$ cat src/rtl/predicate_writeback_tracker.sv
// Shadow scoreboard for the three stages after the trigger stage: tracks in-flight
// destinations, flags predicate hazards and commits predicate results at stage 3.
package predicate_writeback_tracker_pkg;
  localparam int unsigned TIA_DT_WIDTH = 2;
  localparam logic [TIA_DT_WIDTH-1:0] TIA_DESTINATION_TYPE_NULL      = 2'd0;
  localparam logic [TIA_DT_WIDTH-1:0] TIA_DESTINATION_TYPE_REGISTER  = 2'd1;
  localparam logic [TIA_DT_WIDTH-1:0] TIA_DESTINATION_TYPE_OUTPUT    = 2'd2;
  localparam logic [TIA_DT_WIDTH-1:0] TIA_DESTINATION_TYPE_PREDICATE = 2'd3;
endpackage

module predicate_writeback_tracker
  import predicate_writeback_tracker_pkg::*;
#(
  parameter int unsigned NUM_PREDICATES = 8,
  parameter int unsigned PI_WIDTH = $clog2(NUM_PREDICATES),
  parameter logic [NUM_PREDICATES-1:0] INITIAL_PREDICATES = '0
) (
  input  logic                      clock,
  input  logic                      reset,
  input  logic                      issue_valid,
  input  logic [TIA_DT_WIDTH-1:0]   issue_dt,
  input  logic [PI_WIDTH-1:0]       issue_pi,
  input  logic                      pipeline_stall,
  input  logic                      flush,
  input  logic                      retire_value,
  output logic [NUM_PREDICATES-1:0] predicates,
  output logic [TIA_DT_WIDTH-1:0]   first_downstream_dt,
  output logic [TIA_DT_WIDTH-1:0]   second_downstream_dt,
  output logic [TIA_DT_WIDTH-1:0]   third_downstream_dt,
  output logic                      hazard,
  output logic [1:0]                in_flight_count,
  output logic                      issue_error
);

  logic [2:0]              slot_valid;
  logic [TIA_DT_WIDTH-1:0] slot_dt [3];
  logic [PI_WIDTH-1:0]     slot_pi [3];
  logic [2:0]              slot_is_pred;
  logic                    retire;

  always_comb begin
    for (int i = 0; i < 3; i++) begin
      slot_is_pred[i] = slot_valid[i] && (slot_dt[i] == TIA_DESTINATION_TYPE_PREDICATE);
    end
  end

  assign hazard          = |slot_is_pred;
  assign in_flight_count = 2'(slot_is_pred[0]) + 2'(slot_is_pred[1]) + 2'(slot_is_pred[2]);
  assign retire          = slot_is_pred[2] && !pipeline_stall;

  assign first_downstream_dt  = slot_valid[0] ? slot_dt[0] : TIA_DESTINATION_TYPE_NULL;
  assign second_downstream_dt = slot_valid[1] ? slot_dt[1] : TIA_DESTINATION_TYPE_NULL;
  assign third_downstream_dt  = slot_valid[2] ? slot_dt[2] : TIA_DESTINATION_TYPE_NULL;

  // Commit happens before squash, so a flush edge still retires slot3.
  always_ff @(posedge clock) begin
    if (reset) begin
      slot_valid  <= '0;
      for (int i = 0; i < 3; i++) begin
        slot_dt[i] <= TIA_DESTINATION_TYPE_NULL;
        slot_pi[i] <= '0;
      end
      predicates  <= INITIAL_PREDICATES;
      issue_error <= 1'b0;
    end else begin
      if (retire) begin
        for (int i = 0; i < NUM_PREDICATES; i++) begin
          if (slot_pi[2] == PI_WIDTH'(i)) predicates[i] <= retire_value;
        end
      end
      if (issue_valid && !flush && (pipeline_stall || hazard)) issue_error <= 1'b1;
      if (flush) begin
        slot_valid <= '0;
      end else if (!pipeline_stall) begin
        slot_valid <= {slot_valid[1], slot_valid[0], issue_valid && !hazard};
        slot_dt[2] <= slot_dt[1];
        slot_dt[1] <= slot_dt[0];
        slot_dt[0] <= issue_dt;
        slot_pi[2] <= slot_pi[1];
        slot_pi[1] <= slot_pi[0];
        slot_pi[0] <= issue_pi;
      end
    end
  end

endmodule

$ cat config.mk
export PLATFORM = sky130hd
export DESIGN_NAME = predicate_writeback_tracker
export DESIGN_NICKNAME = d
export VERILOG_FILES = /design/src/rtl/predicate_writeback_tracker.sv
export SDC_FILE = /design/constraint.sdc
export NUM_CORES = 1
export LEC_CHECK = 0
export BUFFER_PORTS_ARGS = -buffer_cell sky130_fd_sc_hd__buf_4
export CORE_MARGIN = 2
export CORE_UTILIZATION = 40
export CTS_BUF_LIST = sky130_fd_sc_hd__clkbuf_4 sky130_fd_sc_hd__clkbuf_8
export CTS_CLUSTER_DIAMETER = 200
export DETAILED_ROUTE_END_ITERATION = 10
export GPL_TIMING_DRIVEN = 0
export SYNTH_ARGS = -nofsm -noshare
export SYNTH_HDL_FRONTEND = slang
export SYNTH_SLANG_ARGS = --single-unit
$ cat constraint.sdc
create_clock -name clock -period 2.8 [get_ports clock]
set_clock_uncertainty 0.1 [all_clocks]
set_input_delay 0.56 -clock clock [delete_from_list [all_inputs] [get_ports clock]]
set_output_delay 0.56 -clock clock [all_outputs]
set_load 0.03 [all_outputs]
Word-level counts from Yosys, hierarchy flattened --
Memories as Yosys holds them, arrays and structs flattened. Index checks and enable logic that the tools add are counted.
Operators by class: $mul 0, divide/modulo/power cells 0, mux-type cells 15, bitwise gates (word level) 6, shifts and indexed selects 0, reduce and logical (&&, ||, !) cells 22, $lt $le $gt $ge 0, add/subtract/negate cells 2, equal/unequal tests 10
Operator list (count):
- $reduce_and 2->1 | 8
- $eq 3x3->1 const B | 4
- $mux 2 | 6
- $mux 3 | 3
- $logic_and 1x1->1 | 7
- $eq 2x2->1 const B | 3
- $eq 3x2->1 const B | 2
- $mux 1 | 6
- $or 1x1->1 | 6
- $eq 3x1->1 const B | 1
- $logic_not 1->1 | 3
- $logic_not 3->1 | 1
- $reduce_or 3->1 | 1
- $add 1x1->2 | 1
- $add 2x1->2 | 1
- $reduce_or 2->1 | 1
- $logic_or 1x1->1 | 1
Word-level totals: memories kept 2, register bits 12, output and inout port bits 18, bits in latches 0, RAM bits 15, logic and storage cells 67, bits in read-only memories 0
Memories:
- slot_pi | depth 3, bits a word 3, read ports 3, clocked after memory_dff 0, write ports 3, line 37 | logic [PI_WIDTH-1:0] slot_pi [3];
- slot_dt | depth 3, bits a word 2, read ports 3, clocked after memory_dff 0, write ports 3, line 36 | logic [TIA_DT_WIDTH-1:0] slot_dt [3];

Logic depth before layout (Yosys ltp) --
depth after elaboration 5, depth in mapped cells 5, mapped depth without buffers 3

Least setup slack after synthesis --
OpenSTA, ideal clock, no wires.
path kind register to output, start point memory slot_dt[0][0], end point output port in_flight_count[0], stages on the path, launching flop included 4, data arrival time 1.281 ns, required time 2.140 ns, setup slack 0.859 ns, cells stage by stage edfxtp_1 nand3_1 inv_1 fa_1
RTL lines:
- start, declared | line 36
- end, declared | line 31 | output logic [1:0] in_flight_count,

==> impl_metrics.json <==
{
  "drc": 0,
  "min_path_type": "input port to flip-flop",
  "pin_count": 29,
  "drt_pass1_iterations": 6,
  "synth_nets": 112,
  "ys.flop_type": "edfxtp_1",
  "synth_area_leader_cell": "edfxtp_1",
  "syn_area_um2": 1230,
  "cts_buffer_depth": 2,
  "die_h_um": 59.5,
  "gr-max-usage-layer": "met2",
  "ctsResizeCount": 0,
  "rsz0062_at_grt": "false",
  "drtAntennaViolNets": 0,
  "synth_cell_types": 26,
  "core_um2": 2980,
  "antenna_found_initial": 0,
  "cts_htree_levels": 1,
  "reg2reg_to": "predicates[4]",
  "reg2reg_from": "slot_valid[2]",
  "fill_cells": 283,
  "drtIter0Drc": 20,
  "grt_pass1_vias": 766,
  "drive_gt1_share_pct": 27.5,
  "yosys_warnings": 0,
  "via_per_inst": 5.01,
  "cts_tree": "done",
  "vdd_drop_max_v": 0.000235,
  "worstMarginPinSlew_ns": 0.732,
  "required_ns": 2.14,
  "reg2reg_depth": 4,
  "synthTopCellsByArea": "edfxtp_1 37%, dfxtp_1 20%, and2_1 11%",
  "fin_setup_tns_ns": 0,
  "period_share_pct": 83.8,
  "maxCapViolCount": 0,
  "use_met3_pct": 2.18,
  "rows": 20,
  "clock_sinks": 27,
  "io_buffer_count": 27,
  "criticalPathCategory": "flip-flop to output pin",
  "grt_pass1_wl_um": 3540,
  "synth_edf_count": 15,
  "finalPower_mw": 0.666,
  "worst_hold_slack_ns": 0.352,
  "ys_seq_area_share_pct": 56.2,
  "initial_core_util_pct": 41.3,
  "grtUsageTotal_pct": 13.4,
  "fp.dieW_um": 59.5,
  "hold_viol": 0,
  "layout.nets": 144,
  "dpl.hpwl_um": 1480,
  "p_leak_nw": 0.665,
  "routed_wl_um": 2070,
  "max_freq_mhz": 426,
  "grt_use_met1_pct": 18.3,
  "ff2ff_setup_slack_ns": 1.50,
  "grt_overflow_total": 0,
  "grt_max_degree": 17,
  "clkSlewWorstSetupHoldPaths_ns": 0.15,
  "netlist_instances": 100,
  "ctsHoldBuffers": 0,
  "antenna_cells": 0,
  "post-route-min-period_ns": 2.35,
  "start_kind": "flip-flop",
  "power_density_nw_per_um2": 441,
  "yosys-top-cells-count": "21 x and2_1, 15 x edfxtp_1, 12 x dfxtp_1, 10 x mux2i_1, 9 x nand2b_1",
  "syn_area_per_cell_um2": 12.3,
  "crit_end": "in_flight_count[0]",
  "numCtsBuffers": 3,
  "post_cts_buffers": 0,
  "critPathMaxFanout": 4,
  "synth.top_cell.area_share_pct": 36.6,
  "async_flop_share_pct": 0,
  "wl_per_cell_um": 12.6,
  "grt_use_met2_pct": 21.0,
  "syn2layout_area_growth_pct": 22.6,
  "routabilityCongestion": 0.786,
  "crit_path_end_kind": "output pin",
  "relSlewSlack_pct": 51.2,
  "setup_viol": 0,
  "vias": 821,
  "crit_arrival_ns": 1.69,
  "status": "finished clean",
  "slew_viol_final": 0,
  "cts_root_buf": "clkbuf_4",
  "cp-startpoint": "slot_dt[0][1]",
  "ys_seq_elements": 27,
  "synthMostInstantiatedCell": "and2_1",
  "die-area_um2": 3530,
  "worstSkewPairLatency_ns": 0.32
}
-- sequential cells by signal, indices dropped and copies added, names as in the netlist --
name / count
slot_dt: 6
slot_pi: 9
issue_error: 1
slot_valid: 3
predicates: 8
-- cell type report --
class	count	area, um2	share of cell area (%)
Clock inverter	1	7.51	0.498
Sequential cell	27	691	45.8
Inverter	2	7.51	0.498
Tap cell	33	41.3	2.74
Multi-Input combinational cell	66	502	33.3
Timing Repair Buffer	27	203	13.4
Clock buffer	3	22.5	1.49
Buffer	5	33.8	2.24
-- metal layers --
layer	up-vias	part of all wire (%)
li1	418	-
met1	384	46
met2	17	49
met3	2	4.0
met4	0	0.82
met5	-	0
-- cells by family after synthesis --
logic type / Yosys count / synth area share, %
multiplexers: 10 / 8.14
flip-flops: 27 / 56.2
AO/OA/AOI/OAI: 4 / 2.54
buffers and inverters: 7 / 3.36
AND/OR/NAND/NOR: 51 / 28.2
adder cells (fa/ha/maj): 1 / 1.63
-- power breakdown --
part | internal, mW | total [mW] | switching (mW)
Combinational | 0.0235 | 0.0478 | 0.0243
Clock | 0.0545 | 0.172 | 0.118
Sequential | 0.435 | 0.445 | 0.0105
-- how the worst min path moves through the flow --
stage	slack (ns)	startpoint	depth (start not counted)	endpoint
2_1_floorplan	0.40	slot_pi[0][0]	1	slot_pi[0][3]
3_3_place_gp	0.36	predicates[4]	2	predicates[4]
3_5_place_dp	0.36	predicates[4]	2	predicates[4]
4_1_cts	0.33	flush	2	slot_valid[1]
5_1_grt	0.33	flush	2	slot_valid[1]
6_report	0.35	flush	2	slot_valid[1]
-- placed cells by master, fill, tap and decap left out, drive strengths merged, types with 2 or more instances in the layout --
master	instances
dfxtp	12
nor3	3
nand3	2
mux2i	10
nand4b	3
nand2b	9
edfxtp	15
buf	30
and2	21
and3	2
and4b	2
nor2	4
clkbuf	5
inv	2
-- per-stage QoR --
step | util, % | instances | cell area, um2 | setup slack [ns]
floorplan | - | 100 | 1230 | 0.859
finish | 50.6 | 164 | 1510 | 0.453
CTS | 50.5 | 164 | 1500 | 0.433
global placement | 49.5 | 160 | 1470 | 0.590
global route | 50.6 | 164 | 1510 | 0.330
detailed placement | 49.5 | 160 | 1470 | 0.575
-- critical path, stage by stage, from the launching register on --
cell      delay [ns]
edfxtp_1        0.43
nand3_1         0.16
inv_1           0.08
fa_1            0.54
buf_4           0.15
(Power assumes the default switching activity.)
